$ cat src/rtl/ysyx_25060170_ifu_fetch_pkg.sv
// ysyx_25060170_ifu_fetch_pkg: widths, reset PC, instruction step and FSM encoding shared by the fetch unit
package ysyx_25060170_ifu_fetch_pkg;

   localparam int          XLEN_DEF     = 32;
   localparam int          ILEN_DEF     = 32;
   localparam logic [31:0] START_PC_DEF = 32'h8000_0000;
   localparam int          INST_STEP    = 4;

   typedef enum logic [1:0] {
      S_IDLE = 2'd0,
      S_REQ  = 2'd1,
      S_WAIT = 2'd2,
      S_HOLD = 2'd3
   } state_t;

endpackage

$ cat src/rtl/ysyx_25060170_ifu_pcgen.sv
// ysyx_25060170_ifu_pcgen: program counter with +4 advance and redirect load (redirect wins);
// without YSYX_25060170_IFU_MISALIGN_CHECK_EN the low two redirect bits are forced to zero
module ysyx_25060170_ifu_pcgen
   import ysyx_25060170_ifu_fetch_pkg::*;
#(
   parameter int              XLEN     = XLEN_DEF,
   parameter logic [XLEN-1:0] START_PC = START_PC_DEF
) (
   input  logic            clk,
   input  logic            rst_n,
   input  logic            advance,
   input  logic            redirect_valid,
   input  logic [XLEN-1:0] redirect_pc,
   output logic [XLEN-1:0] pc
);

   logic [XLEN-1:0] load_pc;

`ifdef YSYX_25060170_IFU_MISALIGN_CHECK_EN
   assign load_pc = redirect_pc;
`else
   assign load_pc = redirect_pc & ~XLEN'(3);
`endif

   // PC register: redirect target has priority over sequential advance, which wraps silently
   always_ff @(posedge clk or negedge rst_n) begin
      if (!rst_n) pc <= START_PC;
      else if (redirect_valid) pc <= load_pc;
      else if (advance) pc <= pc + XLEN'(INST_STEP);
   end

endmodule

$ cat src/rtl/ysyx_25060170_ifu_fetch.sv
// ysyx_25060170_ifu_fetch: single-outstanding instruction fetch FSM feeding IF/ID over valid/ready;
// optional YSYX_25060170_IFU_MISALIGN_CHECK_EN adds if_misalign for misaligned redirect targets
module ysyx_25060170_ifu_fetch
   import ysyx_25060170_ifu_fetch_pkg::*;
#(
   parameter int              XLEN     = XLEN_DEF,
   parameter int              ILEN     = ILEN_DEF,
   parameter logic [XLEN-1:0] START_PC = START_PC_DEF
) (
   input  logic            clk,
   input  logic            rst_n,
   output logic            imem_req_valid,
   input  logic            imem_req_ready,
   output logic [XLEN-1:0] imem_req_addr,
   input  logic            imem_rsp_valid,
   input  logic [ILEN-1:0] imem_rsp_data,
   input  logic            redirect_valid,
   input  logic [XLEN-1:0] redirect_pc,
   output logic            if_valid,
   output logic [ILEN-1:0] if_inst,
   output logic [XLEN-1:0] if_pc,
`ifdef YSYX_25060170_IFU_MISALIGN_CHECK_EN
   output logic            if_misalign,
`endif
   input  logic            id_ready
);

   state_t          state;
   logic            drop;
   logic            advance;
   logic            launch;
   logic            tgt_mis;
   logic            hold_mis;
   logic [XLEN-1:0] pc;

   ysyx_25060170_ifu_pcgen #(
      .XLEN     (XLEN),
      .START_PC (START_PC)
   ) u_pcgen (
      .clk            (clk),
      .rst_n          (rst_n),
      .advance        (advance),
      .redirect_valid (redirect_valid),
      .redirect_pc    (redirect_pc),
      .pc             (pc)
   );

   assign imem_req_addr = pc;
   assign advance       = (state == S_WAIT) & imem_rsp_valid & ~drop & ~redirect_valid;

   // tgt_mis: the PC the unit is about to fetch from cannot be fetched and must be reported instead
`ifdef YSYX_25060170_IFU_MISALIGN_CHECK_EN
   assign tgt_mis  = redirect_valid ? |redirect_pc[1:0] : |pc[1:0];
   assign hold_mis = if_misalign;
`else
   assign tgt_mis  = 1'b0;
   assign hold_mis = 1'b0;
`endif

   // launch: (re)start fetching at the new PC, from idle, after a redirect, or once a stale response drains
   assign launch = (state == S_IDLE) ? (redirect_valid | ~tgt_mis) :
                   (state == S_REQ)  ? (redirect_valid & ~imem_req_ready) :
                   (state == S_WAIT) ? (imem_rsp_valid & (drop | redirect_valid)) :
                                       redirect_valid;

   // Fetch FSM with registered request and IF/ID outputs; a request accepted alongside a redirect is dropped later
   always_ff @(posedge clk or negedge rst_n) begin
      if (!rst_n) begin
         state          <= S_IDLE;
         drop           <= 1'b0;
         if_valid       <= 1'b0;
         if_inst        <= '0;
         if_pc          <= '0;
         imem_req_valid <= 1'b0;
`ifdef YSYX_25060170_IFU_MISALIGN_CHECK_EN
         if_misalign    <= 1'b0;
`endif
      end else if (launch) begin
         state          <= tgt_mis ? S_HOLD : S_REQ;
         imem_req_valid <= ~tgt_mis;
         if_valid       <= tgt_mis;
         drop           <= 1'b0;
`ifdef YSYX_25060170_IFU_MISALIGN_CHECK_EN
         if_misalign    <= tgt_mis;
         if (tgt_mis) begin
            if_inst <= '0;
            if_pc   <= redirect_valid ? redirect_pc : pc;
         end
`endif
      end else begin
         case (state)
            S_REQ: begin
               if (imem_req_ready) begin
                  state          <= S_WAIT;
                  imem_req_valid <= 1'b0;
                  drop           <= redirect_valid;
               end
            end
            S_WAIT: begin
               if (redirect_valid) begin
                  drop <= 1'b1;
               end else if (imem_rsp_valid) begin
                  if_inst  <= imem_rsp_data;
                  if_pc    <= pc;
                  if_valid <= 1'b1;
                  state    <= S_HOLD;
               end
            end
            S_HOLD: begin
               if (id_ready) begin
                  if_valid       <= 1'b0;
                  state          <= hold_mis ? S_IDLE : S_REQ;
                  imem_req_valid <= ~hold_mis;
`ifdef YSYX_25060170_IFU_MISALIGN_CHECK_EN
                  if_misalign    <= 1'b0;
`endif
               end
            end
            default: ;
         endcase
      end
   end

endmodule

$ cat config.mk
export PLATFORM = sky130hd
export DESIGN_NAME = ysyx_25060170_ifu_fetch
export DESIGN_NICKNAME = d
export VERILOG_FILES = /design/src/rtl/ysyx_25060170_ifu_fetch_pkg.sv /design/src/rtl/ysyx_25060170_ifu_pcgen.sv /design/src/rtl/ysyx_25060170_ifu_fetch.sv
export SDC_FILE = /design/constraint.sdc
export NUM_CORES = 1
export LEC_CHECK = 0
export CORE_MARGIN = 4
export CORE_UTILIZATION = 59
export DETAILED_ROUTE_END_ITERATION = 6
export DONT_BUFFER_PORTS = 1
export PLACE_DENSITY = 0.75
export SETUP_SLACK_MARGIN = 0.1
export SLEW_MARGIN = 15
export SYNTH_ARGS = -nofsm -noshare
export SYNTH_HDL_FRONTEND = slang
export SYNTH_SLANG_ARGS = --single-unit
export TNS_END_PERCENT = 30
$ cat constraint.sdc
create_clock -name clk -period 4.5 [get_ports clk]
set_clock_uncertainty 0.05 [all_clocks]
set_input_delay 0.45 -clock clk [delete_from_list [all_inputs] [get_ports clk]]
set_output_delay 0.45 -clock clk [all_outputs]
set_load 0.1 [all_outputs]
==> impl_metrics.tcl, run 1 <==
set metrics [dict create \
    grt-ovfl-total 0 \
    hold_class "in2reg" \
    cts_sinks 97 \
    post_drt_via_cell_ratio 6.21 \
    layout_common_cells "dfrtp_1, mux2_2, nand2_1" \
    slowest_stage "dfrtp_1" \
    rsz0062_at_grt "no" \
    drt-pass1-iter-count 4 \
    rows 31 \
    crit_end "u_pcgen.pc[28]" \
    cp_slowest_stage_delay_ns 1.03 \
    grt_antenna_before_repair 0 \
    cp_max_fo 18 \
    syn_area_mm2 0.00437 \
    reg2regPathDepth 4 \
    h-tree-depth 3 \
    fp.dieW_um 94.0 \
    crit_arrival_ns 3.21 \
    layout_commonest_cell "dfrtp_1" \
    max_freq_mhz 335 \
    cts_setup_buffers 0 \
    cp.depth 4 \
    worstPathBufferInverterCount 0 \
    reg2reg_to "u_pcgen.pc[28]" \
    period_needed_ns 2.98 \
    critPathKind "reg2reg" \
    place_congestion 0.784 \
    hold_buffers 2 \
    setup_viol 0 \
    drt_iter0_markers 150 \
    synth_edf_count 0 \
    synth-seq-cells 97 \
    tightest_slew_ns 1.09 \
    ys_seq_area_share_pct 55.6 \
    cpLargestDelayFamily "simple AND/OR/NAND/NOR gates" \
    drv_cap 0 \
    syn-instance-count 367 \
    syn_area_per_cell_um2 11.9 \
    drt-total-wl_um 9420 \
    area_growth_pct 7.48 \
    ant_nets 0 \
    port_buffers 0 \
    yosys_warnings 0 \
    die-height_um 94.0 \
    crit_start "u_pcgen.pc[12]" \
    cp.required_ns 4.72 \
    synth-adder-area-share_pct 0.286 \
    path_cells "and4_1 > nand4_1 > or4_1 > a31oi_1" \
    grt_pass1_wl_um 14800 \
    cts_tree "yes" \
    avgRoutedWirePerCell_um 19.9 \
    grt_pass1_vias 2891 \
    setup-tns-final_ns 0 \
    nets 440 \
    synth_compound_area_share_pct 8.71 \
    vias 2935 \
    async_reset_ff_share_pct 100 \
    ys_types 44 \
    clk_latency_ns 0.36 \
    synth-simple-area-share_pct 14.6 \
    clk_pin_slew_ns 0.09 \
    regArea_mm2 0.00243 \
    period_share_pct 66.3 \
    slew_headroom_pct 27.2 \
    cts_resized 0 \
    status "completed" \
    clock_path_buffers 2 \
    fillers 567 \
    clockRootBuffer "clkbuf_8" \
    grt_usage_pct 21.4 \
    reg2reg_slack_ns 1.52 \
    synth_mux_area_share_pct 16.2 \
    ys.flop_type "dfrtp_1" \
    final_hold_viol_count 0 \
    die_area_mm2 0.00884 \
    antenna_cells 0 \
    endpoint_kind "flip-flop" \
    cp-start-kind "flip-flop" \
    reg2reg_from "u_pcgen.pc[12]" \
    synth_top_family_by_area "multiplexers" \
    drive_gt1_share_pct 22.2 \
    slew_violations 0 \
    grt_max_degree 98 \
    drc 0 \
    io_pins 168 \
    start_util_pct 60.5 \
    yosys.area_share.xor_xnor_pct 1.40 \
    coreArea_mm2 0.00721 \
    hpwl_um 6580 \
    cts_inserted_buffers 9 \
    multi_input_area_mm2 0.00182 \
]
## cell type report
class / instances / area share [%]
Clock inverter: 7 / 1.68
Clock buffer: 9 / 2.64
Timing Repair Buffer: 12 / 2.40
Inverter: 3 / 0.240
Tap cell: 99 / 2.64
Multi-Input combinational cell: 246 / 38.7
Sequential cell: 97 / 51.7
## cells in the mapped netlist, types with 2 or more instances
master,instances,share of area [%]
nor2b_1,2,0.29
o211ai_1,4,0.69
and2_1,4,0.57
buf_4,4,0.69
mux2_2,51,13
nand2_1,28,2.4
a21oi_1,3,0.34
nand4_1,8,1.1
nand2b_1,3,0.43
xnor2_1,2,0.40
inv_1,2,0.17
nor2_1,19,1.6
buf_2,9,1.0
a211o_1,2,0.40
o31ai_1,13,2.2
xor2_1,5,1.0
or4_1,17,2.9
a31oi_1,17,2.4
nand4_2,2,0.57
dfrtp_1,96,55
and4_1,8,1.6
nand3_1,12,1.4
o21ai_0,15,1.7
clkbuf_1,9,0.77
mux2_1,11,2.8
or3_1,3,0.43
## worst min-delay path by stage
| stage | startpoint | endpoint | slack (ns) | depth (start not counted) |
|---|---|---|---|---|
| 2_1_floorplan | rst_n | drop | 0.10 | 0 |
| 3_3_place_gp | rst_n | if_inst[15] | 0.11 | 0 |
| 3_5_place_dp | rst_n | if_inst[15] | 0.11 | 0 |
| 4_1_cts | redirect_valid | u_pcgen.pc[4] | 0.12 | 1 |
| 5_1_grt | redirect_valid | u_pcgen.pc[10] | 0.12 | 1 |
| 6_report | redirect_valid | u_pcgen.pc[5] | 0.14 | 1 |
## layer usage
layer  track usage [%]  wire length [um]  vias to the layer above
li1                  -                 -                     1363
met1              26.5              3820                     1444
met2              35.4              4660                      118
met3              7.53               809                       10
met4              6.62               127                        0
met5                 0                 0                        -
## registers in the layout, indices dropped and copies added (netlist names)
register and cells:
if_pc 30, if_inst 32, if_valid 1, state 2, imem_req_valid 1, drop 1
u_pcgen.pc 30
## kinds of logic (layout without fill, tap and decap cells)
family,after synthesis,after routing
flip-flops,97,97
buffers and inverters,27,31
AO/OA/AOI/OAI,59,59
AND/OR/NAND/NOR,112,112
adder cells (fa/ha/maj),1,1
XOR/XNOR,7,7
multiplexers,63,63
other,1,4
## stage by stage
step | cell area [um2] | setup slack [ns] | hold slack, ns | cells | utilization, %
3_5_place_dp | 4450 | 1.52 | 0.107 | 455 | 61.7
6_report | 4690 | 1.52 | 0.139 | 473 | 65.1
2_1_floorplan | 4380 | 1.97 | 0.104 | 370 | -
3_3_place_gp | 4450 | 1.57 | 0.107 | 455 | 61.7
5_1_grt | 4690 | 1.32 | 0.117 | 473 | 65.1
4_1_cts | 4690 | 1.48 | 0.124 | 473 | 65.1
## worst register-to-register path, delay by kind of cell (launching register included)
| kind | cells | cell delay [ns] |
|---|---|---|
| AO/OA/AOI/OAI | 1 | 0.17 |
| flip-flops | 1 | 1.03 |
| AND/OR/NAND/NOR | 3 | 1.65 |
Power of run 1 is not shown: default switching activity piles up to over one toggle a cycle in this logic, so the estimate is an artifact.
==> run 2, diff against run 1 <==
CORE_UTILIZATION = 57   (was 59)
clock period = 2.4 ns   (was 4.5 ns; I/O delays follow)
==> run 2 against run 1 <==
Effect of this change: non-clock buffer count increased by 90; the run now ends with negative hold slack left; utilization increased by 11 points; setup slack got worse by 1.3 ns; worst hold slack got worse by 0.63 ns.
==> impl_metrics.tcl, run 2 (synthesized netlist as in run 1, its figures left out) <==
set metrics [dict create \
    status "finished with violations" \
    violations "negative hold slack" \
    final_hold_viol_count 97 \
    slew_headroom_pct 37.9 \
    grt_max_degree 98 \
    drive_gt1_share_pct 28.2 \
    fillers 471 \
    crit_arrival_ns 2.36 \
    h-tree-depth 3 \
    ant_nets 0 \
    grt_antenna_before_repair 0 \
    clock_path_buffers 2 \
    drc 0 \
    reg2reg_slack_ns 0.26 \
    cts_sinks 97 \
    grt_usage_pct 24.9 \
    antenna_cells 0 \
    setup-tns-final_ns 0 \
    drt-total-wl_um 11300 \
    clk_pin_slew_ns 0.10 \
    tightest_slew_ns 0.932 \
    critPathKind "reg2reg" \
    fin_ws_ns 0.263 \
    drv_cap 0 \
    die-height_um 95.5 \
    cp.required_ns 2.62 \
    hpwl_um 7110 \
    layout_common_cells "dfrtp_1, dlygate4sd3_1, mux2_2" \
    setup_viol 0 \
    hold_class "in2async" \
    layout_commonest_cell "dfrtp_1" \
    slowest_stage "or4_1" \
    rows 31 \
    period_share_pct 89.1 \
    hold_slack_ns -0.487 \
    drt_iter0_markers 120 \
    vias 3360 \
    max_freq_mhz 468 \
    nets 530 \
    post-route-util_pct 76.0 \
    largest_reg_flops 32 \
    slew_violations 0 \
    start_util_pct 59.3 \
    regMostFlops "if_inst" \
    cts_tree "yes" \
    cp_max_fo 18 \
    endpoint_kind "flip-flop" \
    reg2reg_from "state[0]" \
    rsz0062_at_grt "no" \
    avgRoutedWirePerCell_um 20.0 \
    grt_pass1_wl_um 17400 \
    path_cells "and4bb_4 > nand4_4 > or4_1 > a31oi_1" \
    dpl_cell_area_mm2 0.00470 \
    cts_setup_buffers 0 \
    cts_inserted_buffers 9 \
    reg2regPathDepth 4 \
    die_area_mm2 0.00913 \
    port_buffers 0 \
    post_drt_via_cell_ratio 5.97 \
    cp-start-kind "flip-flop" \
    grt_pass1_vias 3494 \
    cp_slowest_stage_delay_ns 0.58 \
    pre_cts_ws_ns 0.0965 \
    period_needed_ns 2.14 \
    io_pins 168 \
    top_regs "if_inst x32, if_pc x30, u_pcgen.pc x30" \
    clk_latency_ns 0.36 \
    fp.dieW_um 95.5 \
    grt-ovfl-total 0 \
    reg2reg_to "u_pcgen.pc[30]" \
    dr_wl_met3_um 778 \
    fin_area_mm2 0.00560 \
    coreArea_mm2 0.00737 \
    drt-pass1-iter-count 4 \
    met2WireLength_um 6060 \
    place_congestion 0.839 \
    clockRootBuffer "clkbuf_8" \
    highest_layer "met4" \
    area_growth_pct 28.3 \
    met1_length_um 4320 \
]
[run 2: worst max-delay path, delay by kind of cell, from the launching register on]
kind / cells / cell delay [ns]
flops: 1 / 0.47
compound gates: 1 / 0.19
simple gates: 3 / 1.35
[run 2: through the flow]
| step | hold slack, ns | cells |
|---|---|---|
| after floorplan | -0.106 | 370 |
| after global placement | -0.103 | 483 |
| after detailed placement | -0.103 | 483 |
| after CTS | -0.498 | 562 |
| after global routing | -0.512 | 563 |
| final | -0.487 | 563 |
[run 2: worst max-delay path by stage]
stage	start	endpoint	slack (ns)	depth (start not counted)
floorplan	u_pcgen.pc[8]	u_pcgen.pc[23]	0.13	5
global placement	state[0]	u_pcgen.pc[30]	0.20	4
detailed placement	state[0]	u_pcgen.pc[30]	0.1	4
CTS	state[0]	u_pcgen.pc[23]	0.27	4
global route	state[0]	u_pcgen.pc[26]	0.19	4
finish	state[0]	u_pcgen.pc[30]	0.26	4
[run 2: area by class of cell]
class | instances | area, um2 | area share [%]
Clock buffer | 9 | 124 | 2.21
Clock inverter | 7 | 118 | 2.10
Tap cell | 99 | 124 | 2.21
Sequential cell | 97 | 2450 | 43.8
Multi-Input combinational cell | 246 | 1830 | 32.7
Inverter | 3 | 11.3 | 0.201
Timing Repair Buffer | 102 | 938 | 16.7
[run 2: layer usage]
metal	track usage, %	up-vias
met5	0	-
met4	7.94	0
met3	5.84	10
met2	44.4	140
met1	29.6	1668
li1	-	1542
[run 2: repair_timing]
item,4_1_cts,5_1_grt
hold buffers,63,1
endpoints found under the hold margin,159,98
gates resized for setup,1,1
setup endpoints to repair,3,2
Power of run 2 is left out for the same reason.
